`config.mk`:
```
export PLATFORM = sky130hd
export DESIGN_NAME = pipeline_hazard_controller
export DESIGN_NICKNAME = d
export VERILOG_FILES = /design/src/rtl/pipeline_hazard_controller.sv
export SDC_FILE = /design/constraint.sdc
export NUM_CORES = 1
export LEC_CHECK = 0
export CORE_MARGIN = 5
export CORE_UTILIZATION = 40
export DETAILED_ROUTE_END_ITERATION = 10
export GPL_ROUTABILITY_DRIVEN = 0
export PLACE_DENSITY_LB_ADDON = 0.12
export SYNTH_ARGS = -nofsm -noshare
export SYNTH_HDL_FRONTEND = slang
export SYNTH_SLANG_ARGS = --single-unit
```
`constraint.sdc`:
```
create_clock -name clk_i -period 5.6 [get_ports clk_i]
set_input_delay 1.12 -clock clk_i [delete_from_list [all_inputs] [get_ports clk_i]]
set_output_delay 1.12 -clock clk_i [all_outputs]
set_load 0.005 [all_outputs]
```
`src/rtl/pipeline_hazard_controller.sv`:
```
// pipeline_hazard_controller
//   Stall/flush sequencer for the five-stage vector ASIP pipeline and the
//   single owner of pipeline-register enables and clears.
//
//   Optional feature macro: HAZARD_PERF_CNT_EN
//     defined   -> 32-bit stall-cycle and taken-branch performance counters
//     undefined -> stall_cnt_o / flush_cnt_o tied to 0, no counter flops
//
// Ports
//   clk_i, rst_i              clock (rising edge), synchronous active-high reset
//   taken_i                   branch/jump taken in EX
//   ex_mem_read_i, ex_rd_i    EX load flag and destination register
//   id_rs1_i, id_rs2_i        ID source registers
//   vec_start_i, vec_done_i   multi-cycle vector unit handshake
//   pc_en_o, if_id_en_o, id_ex_en_o              stage enables
//   if_id_clear_o, id_ex_clear_o, ex_mem_clear_o stage clears (insert NOP)
//   state_o                   RUN=00 FLUSH=01 LOADUSE=10 VECBUSY=11
//   vec_timeout_o             one-cycle pulse on vector timeout
//   stall_cnt_o, flush_cnt_o  performance counters
module pipeline_hazard_controller #(
    parameter int REG_AW       = 4,
    parameter int FLUSH_CYCLES = 2,
    parameter int LOAD_STALL   = 1,
    parameter int VEC_TIMEOUT  = 255
) (
    input  logic              clk_i,
    input  logic              rst_i,
    input  logic              taken_i,
    input  logic              ex_mem_read_i,
    input  logic [REG_AW-1:0] ex_rd_i,
    input  logic [REG_AW-1:0] id_rs1_i,
    input  logic [REG_AW-1:0] id_rs2_i,
    input  logic              vec_start_i,
    input  logic              vec_done_i,
    output logic              pc_en_o,
    output logic              if_id_en_o,
    output logic              if_id_clear_o,
    output logic              id_ex_en_o,
    output logic              id_ex_clear_o,
    output logic              ex_mem_clear_o,
    output logic [1:0]        state_o,
    output logic              vec_timeout_o,
    output logic [31:0]       stall_cnt_o,
    output logic [31:0]       flush_cnt_o
);

    typedef enum logic [1:0] {
        ST_RUN     = 2'b00,
        ST_FLUSH   = 2'b01,
        ST_LOADUSE = 2'b10,
        ST_VECBUSY = 2'b11
    } state_t;

    localparam logic [15:0] FLUSH_INIT = 16'(FLUSH_CYCLES - 1);
    localparam logic [15:0] LU_INIT    = 16'(LOAD_STALL - 1);
    localparam logic [15:0] VEC_LAST   = 16'(VEC_TIMEOUT - 1);

    state_t      state_q, state_d;
    logic [15:0] cnt_q, cnt_d;
    logic        hz;

    assign hz = ex_mem_read_i && (ex_rd_i != '0) &&
                ((ex_rd_i == id_rs1_i) || (ex_rd_i == id_rs2_i));

    always_ff @(posedge clk_i) begin
        if (rst_i) begin
            state_q <= ST_RUN;
            cnt_q   <= '0;
        end else begin
            state_q <= state_d;
            cnt_q   <= cnt_d;
        end
    end

    always_comb begin
        state_d        = state_q;
        cnt_d          = cnt_q;
        pc_en_o        = 1'b1;
        if_id_en_o     = 1'b1;
        id_ex_en_o     = 1'b1;
        if_id_clear_o  = 1'b0;
        id_ex_clear_o  = 1'b0;
        ex_mem_clear_o = 1'b0;
        vec_timeout_o  = 1'b0;

        unique case (state_q)
            ST_RUN: begin
                if (taken_i) begin
                    // Squash the wrong-path instructions in IF/ID and ID/EX;
                    // PC keeps moving to load the branch target.
                    if_id_clear_o = 1'b1;
                    id_ex_clear_o = 1'b1;
                    if (FLUSH_CYCLES > 1) begin
                        state_d = ST_FLUSH;
                        cnt_d   = FLUSH_INIT;
                    end
                end else if (vec_start_i) begin
                    pc_en_o        = 1'b0;
                    if_id_en_o     = 1'b0;
                    id_ex_en_o     = 1'b0;
                    ex_mem_clear_o = 1'b1;
                    state_d        = ST_VECBUSY;
                    cnt_d          = '0;
                end else if (hz) begin
                    pc_en_o       = 1'b0;
                    if_id_en_o    = 1'b0;
                    id_ex_clear_o = 1'b1;
                    if (LOAD_STALL > 1) begin
                        state_d = ST_LOADUSE;
                        cnt_d   = LU_INIT;
                    end
                end
            end
            ST_FLUSH: begin
                if_id_clear_o = 1'b1;
                cnt_d         = cnt_q - 16'd1;
                if (cnt_q == 16'd1) state_d = ST_RUN;
            end
            ST_LOADUSE: begin
                pc_en_o       = 1'b0;
                if_id_en_o    = 1'b0;
                id_ex_clear_o = 1'b1;
                cnt_d         = cnt_q - 16'd1;
                if (cnt_q == 16'd1) state_d = ST_RUN;
            end
            ST_VECBUSY: begin
                pc_en_o        = 1'b0;
                if_id_en_o     = 1'b0;
                id_ex_en_o     = 1'b0;
                ex_mem_clear_o = 1'b1;
                cnt_d          = cnt_q + 16'd1;
                // The pulse is decoded from the counter alone so vec_done_i
                // never reaches an output combinationally; done only steers
                // the next state.
                if (cnt_q == VEC_LAST) vec_timeout_o = 1'b1;
                if (vec_done_i || (cnt_q == VEC_LAST)) begin
                    state_d = ST_RUN;
                    cnt_d   = '0;
                end
            end
            default: begin
                state_d = ST_RUN;
                cnt_d   = '0;
            end
        endcase

        // Reset freezes the front end and drains every stage to NOP.
        if (rst_i) begin
            pc_en_o        = 1'b0;
            if_id_en_o     = 1'b0;
            id_ex_en_o     = 1'b0;
            if_id_clear_o  = 1'b1;
            id_ex_clear_o  = 1'b1;
            ex_mem_clear_o = 1'b1;
            vec_timeout_o  = 1'b0;
        end
    end

    assign state_o = rst_i ? ST_RUN : state_q;

`ifdef HAZARD_PERF_CNT_EN
    logic [31:0] stall_cnt_q, flush_cnt_q;
    logic        taken_acc;

    assign taken_acc = (state_q == ST_RUN) && taken_i && !rst_i;

    always_ff @(posedge clk_i) begin
        if (rst_i) begin
            stall_cnt_q <= '0;
            flush_cnt_q <= '0;
        end else begin
            if (!pc_en_o) stall_cnt_q <= stall_cnt_q + 32'd1;
            if (taken_acc) flush_cnt_q <= flush_cnt_q + 32'd1;
        end
    end

    assign stall_cnt_o = stall_cnt_q;
    assign flush_cnt_o = flush_cnt_q;
`else
    assign stall_cnt_o = '0;
    assign flush_cnt_o = '0;
`endif

endmodule
```
# After elaboration in Yosys (flattened, before gate mapping)
# Cells that the tools add are included.
# Widths: inputs -> output; s select.
word_totals:
  in_bits: 18
  register_bits: 18
classes:
  reduce_logical: 9
  add_sub_neg: 2
  n_eq_ne: 10
  muxes: 34
op_table:
  columns: ["op", "count"]
  rows:
  - ["$mux 16", 3]
  - ["$pmux 16 s3", 1]
  - ["$mux 1", 19]
  - ["$add 16x1->16 const B", 1]
  - ["$eq 16x1->1 const B", 1]
  - ["$eq 16x8->1 const B", 1]
  - ["$sub 16x1->16 const B", 1]
  - ["$mux 2", 5]
  - ["$pmux 1 s2", 5]
  - ["$eq 4x4->1", 2]
  - ["$pmux 2 s3", 1]
  - ["$eq 2x2->1 const B", 2]
  - ["$reduce_bool 4->1", 1]
  - ["$reduce_or 2->1", 2]
  - ["$ne 3x3->1 const B", 1]
  - ["$reduce_and 3->1", 1]
  - ["$eq 2x1->1 const B", 1]
  - ["$logic_and 1x1->1", 2]
  - ["$logic_not 2->1", 1]
  - ["$logic_or 1x1->1", 2]
  - ["$ne 2x1->1 const B", 1]
  - ["$ne 2x2->1 const B", 1]

# Logic depth before layout (Yosys ltp)
# Gate-level depths: netlist of run 1.
logic_depth:
  word_depth: 8
  mapped_depth: 9
  mapped_depth_nobuf: 7

# Least setup slack after synthesis of run 1
# No wires, ideal clock.
synth_timing:
  path_type: "input to output"
  from: "input rst_i"
  to: "output pc_en_o"
  slack_ns: 2.416
  stages: 5
  t_required_ns: 4.480
  arrival_ns: 2.064
  cell_sequence: "clkbuf_1 > a221oi_1 > o21ai_0 > a21oi_1 > buf_4"
synth_between:
  elab_chain_cells: 1
synth_rtl:
  columns: ["item", "line_no", "text"]
  rows:
  - ["start: declaration", "27", "input logic rst_i,"]
  - ["$mux 1", null, null]
  - ["end: declaration", "35", "output logic pc_en_o,"]
# Every way passes these cells.

# Worst setup path in the final report of run 1
layout_timing:
  from: "input taken_i"
  to: "output pc_en_o"
layout_between:
  elab_chain_cells: 3
layout_rtl:
  columns: ["item", "line_no", "text"]
  rows:
  - ["start: declaration", "28", "input logic taken_i,"]
  - ["$mux 1", "88", "if (taken_i) begin"]
  - ["$pmux 1 s2", "86", "unique case (state_q)"]
  - ["$mux 1", "148", "if (rst_i) begin"]
# Every way passes these cells.

==> run_results.csv, run 1 <==
group,metric,value,unit
floorplan,core_area,5473,sq um
floorplan,die_h,85.00,microns
power,power.leakage,0.9269,nW
global_routing,globalRouteOverflowTotal,0,
logic_synthesis,synth_top_family_by_area,"buffers and inverters",
logic_synthesis,synth-xor-area-share,5.451,%
worst_setup_path,cp.arrival,3.06,ns
cts,clk_latency,0.27,ns
cts,numCtsBuffers,3,
cts,post-cts-setup-buffers,0,
placed_design,place_ws,1.433,ns
drt,firstDrtPassIters,4,
power,cellPowerDensity,423.3,nW/um^2
outcome,status,"finished, final reports clean",
sta,rsz0062_at_grt,"no",
cts,tritoncts,"yes",
cts,hold_buffers,0,
final_layout,nNetsFinal,343,
worst_setup_path,cpPeakStageDelay,0.62,ns
worst_setup_path,critPathMaxFanout,8,
cts,ctsRootBufferMaster,"clkbuf_8",
worst_hold_path,hold_class,"reg -> reg",
logic_synthesis,synth_area_leaders,"buf_4 (22%), dfxtp_1 (16%), xnor2_1 (4.7%)",
cts,clkSinkCount,18,
global_routing,grt_usage,15.85,%
logic_synthesis,syn_inst,309,
placed_design,dpl_cell_area,2262,sq um
sta,finalCriticalPeriod,4.179,ns
logic_synthesis,synthMuxAreaShare,0.9455,%
worst_setup_path,start_kind,"input pin",
worst_setup_path,worst_path_most_repeated_cell,"clkdlybuf4s50_1",
cts,clk_pin_slew,0.08,ns
placed_design,portBuffers,26,
global_routing,first_global_vias,1850,
logic_synthesis,ys_warn_count,0,
logic_synthesis,synth.most_common_cell,"buf_4",
sta,worstMarginPinSlew,1.238,ns
worst_setup_path,path_class,"in -> out",
logic_synthesis,synth_top_area_cell,"buf_4",
sta,tns,0,ns
floorplan,rows,27,
worst_setup_path,path_delay_family,"buffers and inverters",
logic_synthesis,synthTopCellsByCount,"buf_4 (65), a21oi_1 (18), dfxtp_1 (18), nand2_1 (18), o21ai_0 (16)",
sta,min_period_over_period,74.63,%
logic_synthesis,synth_top_cell_area_share,21.69,%
drt,viasPerCell,5.392,
drt,drt_iter0_drc,328,
worst_setup_path,cp_slowest_cell,"clkdlybuf4s50_1",
floorplan,initial_core_util,41.11,%
cts,ctsResizeCount,0,
sta,relSlewSlack,16.35,%
power,vdd.ir_drop.worst,142.4,uV
final_layout,num-fill-cells,595,
sta,max_freq,239.3,MHz
logic_synthesis,synthArstFlopShare,0,%
logic_synthesis,synth_compound_area_share,22.47,%
logic_synthesis,yosys.area_share.simple,22.97,%
drt,wire_per_inst,15.44,microns
sta,setup_viol_count_final,0,
placed_design,dp_hpwl,4.481,mm
worst_setup_path,cp.required,4.48,ns
sta,finClkSkew,0.005418,ns
logic_synthesis,synth_flop_cell,"dfxtp_1",
global_routing,grt_max_degree,22,
logic_synthesis,synth_adder_area_share,4.449,%
drt,vias,2092,
power,p_total,0.9810,mW
floorplan,dieArea,7224,sq um
logic_synthesis,synth_edf_count,0,
global_routing,grt_pass1_wl,9.411,mm
global_routing,antenna_found_initial,0,
floorplan,pin_count,91,
sta,fin_ws,1.421,ns
sta,holdWs,0.5494,ns
final_layout,areaGrowthSynthToFinish,3.003,%
cts,clk_path_buf_depth,2,
drt,drt-total-wl,5.991,mm
drt,ant_nets,0,
logic_synthesis,yosysSeqAreaShare,16.02,%
floorplan,die_x,85.00,microns
logic_synthesis,ys_seq_elements,18,
worst_setup_path,endpoint_kind,"primary output",
sta,slew_viol_final,0,
cts,htree_levels,1,
worst_setup_path,worstPathCellList,"clkdlybuf4s50_1 -> nor2_1 -> a221oi_1 -> o21ai_0 -> a21oi_1 -> clkdlybuf4s50_1",
final_layout,n_antenna_cell,0,
logic_synthesis,synth_area,2250,sq um
sta,hold_violations,0,
final_layout,drive_gt1_share,4.114,%
logic_synthesis,syn_avg_cell_area,7.280,sq um
run,cap_violations,0,
drt,drc_errors,0,
logic_synthesis,ys_types,59,
final_layout,final_area,2317,sq um
worst_setup_path,worst-path-buf-inv,2,
[worst register-to-register path: stages (launching register included)]
cell and delay [ns]:
dfxtp_1 0.49, inv_1 0.13, ha_1 0.21, and3_1 0.21, a41oi_1 0.97, a31oi_1 0.06
or4_1 0.53, o21ai_0 0.08
[sequential cells by signal (all words and copies together), names as in the netlist]
name and count:
cnt_q 16, state_q 2
[final cells by class]
class | count | area [sq um] | share of cell area (%)
Clock buffer | 4 | 55.05 | 2.376
Inverter | 12 | 45.04 | 1.944
Sequential cell | 18 | 360.3 | 15.55
Multi-Input combinational cell | 256 | 1506 | 65.01
Tap cell | 72 | 90.09 | 3.888
Timing Repair Buffer | 26 | 260.3 | 11.23
[stage by stage]
step	std cells	util (%)
detailed placement	384	41.34
CTS	388	42.34
floorplan	372	-
global route	388	42.34
finish	388	42.34
global placement	384	41.34
[cell families after synthesis]
logic type                 after synthesis
adders and majority gates                8
AOI/OAI and AO/OA                       74
xor gates and xnor gates                14
buffers and inverters                   98
and+or+nand+nor                         94
muxes                                    2
DFF                                     18
other                                    1
[worst paths after layout]
check             start  slack (ns)          to  depth (start not counted)
max             taken_i        1.42     pc_en_o                          6
min          state_q[0]        0.55  state_q[0]                          2
max reg2reg    cnt_q[0]        2.86    cnt_q[6]                          7
min reg2reg  state_q[0]        0.55  state_q[0]                          2
[power by group]
part | switching (mW) | internal, mW | total, mW
registers | 0.0781 | 0.166 | 0.244
logic | 0.366 | 0.256 | 0.622
clock network | 0.0520 | 0.0627 | 0.115
total | 0.496 | 0.485 | 0.981
[cells in the final DEF (no fill, tap or decap), types with 3 or more instances in the layout]
cell type | Yosys | final
a21o_1 | 3 | 3
clkdlybuf4s50_1 | 0 | 26
nor4_1 | 7 | 7
a221oi_1 | 6 | 6
inv_1 | 11 | 11
or3_1 | 3 | 3
nor3_1 | 12 | 12
o41ai_1 | 3 | 3
ha_1 | 8 | 8
or4_1 | 4 | 4
xnor2_1 | 12 | 12
nor3b_1 | 5 | 5
nor2_1 | 15 | 15
a31oi_1 | 3 | 3
conb_1 | 1 | 64
dfxtp_1 | 18 | 18
o21ai_0 | 16 | 16
nand3_1 | 8 | 8
a21oi_1 | 18 | 18
a211oi_1 | 3 | 3
clkbuf_8 | 0 | 4
nand4_1 | 8 | 8
nand2_1 | 18 | 18
[layer usage]
metal  track usage (%)  part of all wire, %  vias up
met1             21.66                   44      997
met2             25.92                   47       86
met3             3.107                  8.1        4
li1                  -                    -     1005
met5                 0                    0        -
met4             3.022                 0.48        0
Power figures use the tool's default switching activity.
==> inputs of run 2 (changes only) <==
==> constraint.sdc (replaced) <==
create_clock -name clk_i -period 4 [get_ports clk_i]
set_input_delay 0.8 -clock clk_i [delete_from_list [all_inputs] [get_ports clk_i]]
set_output_delay 0.8 -clock clk_i [all_outputs]
set_load 0.005 [all_outputs]
==> run_results.csv, run 2 (synthesis results as in run 1) <==
group,metric,value,unit
floorplan,die_x,85.00,microns
cts,ctsRootBufferMaster,"clkbuf_8",
cts,tritoncts,"yes",
drt,drt-total-wl,6.055,mm
run,cap_violations,0,
power,cellPowerDensity,594.8,nW/um^2
final_layout,final_cell_mix,"conb_1 (64), clkdlybuf4s50_1 (26), nand2_1 (18), a21oi_1 (18), dfxtp_1 (18)",
global_routing,globalRouteOverflowTotal,0,
final_layout,num-fill-cells,590,
worst_hold_path,hold_class,"reg -> reg",
sta,fin_ws,0.4246,ns
placed_design,place_ws,0.4241,ns
final_layout,areaGrowthSynthToFinish,5.339,%
final_layout,drive_gt1_share,6.192,%
drt,ant_nets,0,
global_routing,antenna_found_initial,0,
sta,tns,0,ns
power,vdd.ir_drop.worst,266.9,uV
cts,ctsResizeCount,0,
sta,hold_violations,0,
sta,finClkSkew,0.006226,ns
worst_setup_path,cp.arrival,2.78,ns
sta,min_period_over_period,89.39,%
cts,numCtsBuffers,3,
final_layout,final_common_cell,"conb_1",
floorplan,initial_core_util,41.11,%
drt,drc_errors,0,
final_layout,largest_reg_flops,16,
placed_design,dpl_cell_area,2315,sq um
cts,post-cts-setup-buffers,0,
global_routing,grt_usage,16.11,%
sta,setup_viol_count_final,0,
global_routing,first_global_vias,1871,
drt,drt_iter0_drc,192,
worst_hold_path,hp-start,"state_q[0]",
global_routing,grt_max_degree,22,
cts,clk_pin_slew,0.08,ns
floorplan,rows,27,
worst_setup_path,cp.required,3.20,ns
placed_design,dp_hpwl,4.596,mm
sta,worstMarginPinSlew,0.7072,ns
sta,finalCriticalPeriod,3.575,ns
power,power.leakage,0.9624,nW
floorplan,pin_count,91,
placed_design,portBuffers,26,
drt,wire_per_inst,15.33,microns
drt,vias,2139,
cts,clk_latency,0.26,ns
worst_setup_path,start_kind,"input pin",
worst_setup_path,rrSetupSlack,1.58,ns
floorplan,dieArea,7224,sq um
cts,clkSinkCount,18,
outcome,status,"finished, final reports clean",
worst_setup_path,worstReg2RegStart,"cnt_q[11]",
worst_setup_path,path_class,"in -> out",
cts,clk_path_buf_depth,2,
floorplan,die_h,85.00,microns
worst_hold_path,worst_hold_path.endpoint,"state_q[0]",
global_routing,grt_pass1_wl,9.597,mm
worst_setup_path,reg2reg_depth,5,
sta,relSlewSlack,52.49,%
sta,holdWs,0.5466,ns
sta,rsz0062_at_grt,"no",
final_layout,final_area,2370,sq um
floorplan,core_area,5473,sq um
worst_setup_path,worst_r2r_endpoint,"state_q[1]",
cts,hold_buffers,0,
final_layout,largestRegisters,"cnt_q: 16 flops, state_q: 2 flops",
final_layout,n_antenna_cell,0,
sta,max_freq,279.7,MHz
worst_setup_path,critPathMaxFanout,8,
sta,slew_viol_final,0,
drt,viasPerCell,5.415,
final_layout,regMostFlops,"cnt_q",
worst_hold_path,hold_depth,2,
worst_setup_path,endpoint_kind,"primary output",
cts,htree_levels,1,
final_layout,nNetsFinal,350,
drt,firstDrtPassIters,6,
-- run 2: worst max-delay path, cell delays in order --
cell	delay [ns]
clkdlybuf4s50_1	0.61
nor2_1	0.13
a221oi_1	0.33
o21ai_0	0.14
a21oi_1	0.21
clkdlybuf4s50_1	0.55
-- run 2: stage by stage --
stage / utilization, % / power (mW) / instances
final: 43.30 / 1.410 / 395
after global routing: 43.30 / 1.518 / 395
after CTS: 43.30 / 1.395 / 395
after detailed placement: 42.30 / 1.225 / 391
after global placement: 42.30 / 1.227 / 391
after floorplan: - / 1.029 / 372
-- run 2: how the worst max path moves through the flow --
| stage | endpoint | depth (start not counted) | from | slack [ns] |
|---|---|---|---|---|
| floorplan | pc_en_o | 8 | state_q[0] | 1.31 |
| CTS | pc_en_o | 6 | taken_i | 0.39 |
| finish | pc_en_o | 6 | taken_i | 0.42 |
| global placement | if_id_en_o | 6 | taken_i | 0.50 |
| detailed placement | pc_en_o | 6 | taken_i | 0.42 |
| global route | pc_en_o | 6 | taken_i | 0.22 |
-- run 2: layer usage --
layer,routed length (microns),up-vias,GRT usage (%),part of all wire [%]
met5,0,-,0,0
met1,2612,1003,21.98,43
met4,36,0,3.741,0.59
met3,508,4,3.301,8.4
met2,2897,110,25.99,48
li1,-,1022,-,-
-- run 2: final cells by class --
class / count / area (sq um) / area share, %
timing repair buffer: 33 / 312.8 / 13.20
clock buffer: 4 / 55.05 / 2.323
inverter: 12 / 45.04 / 1.901
tap: 72 / 90.09 / 3.801
sequential: 18 / 360.3 / 15.21
multi-input combinational: 256 / 1506 / 63.57
-- run 2: power breakdown --
part / internal, mW / switching, mW / leakage [nW] / total (mW)
clock: 0.0878 / 0.0735 / 0.0288 / 0.161
combinational: 0.382 / 0.525 / 0.787 / 0.907
sequential: 0.232 / 0.109 / 0.147 / 0.341
total: 0.702 / 0.707 / 0.962 / 1.41
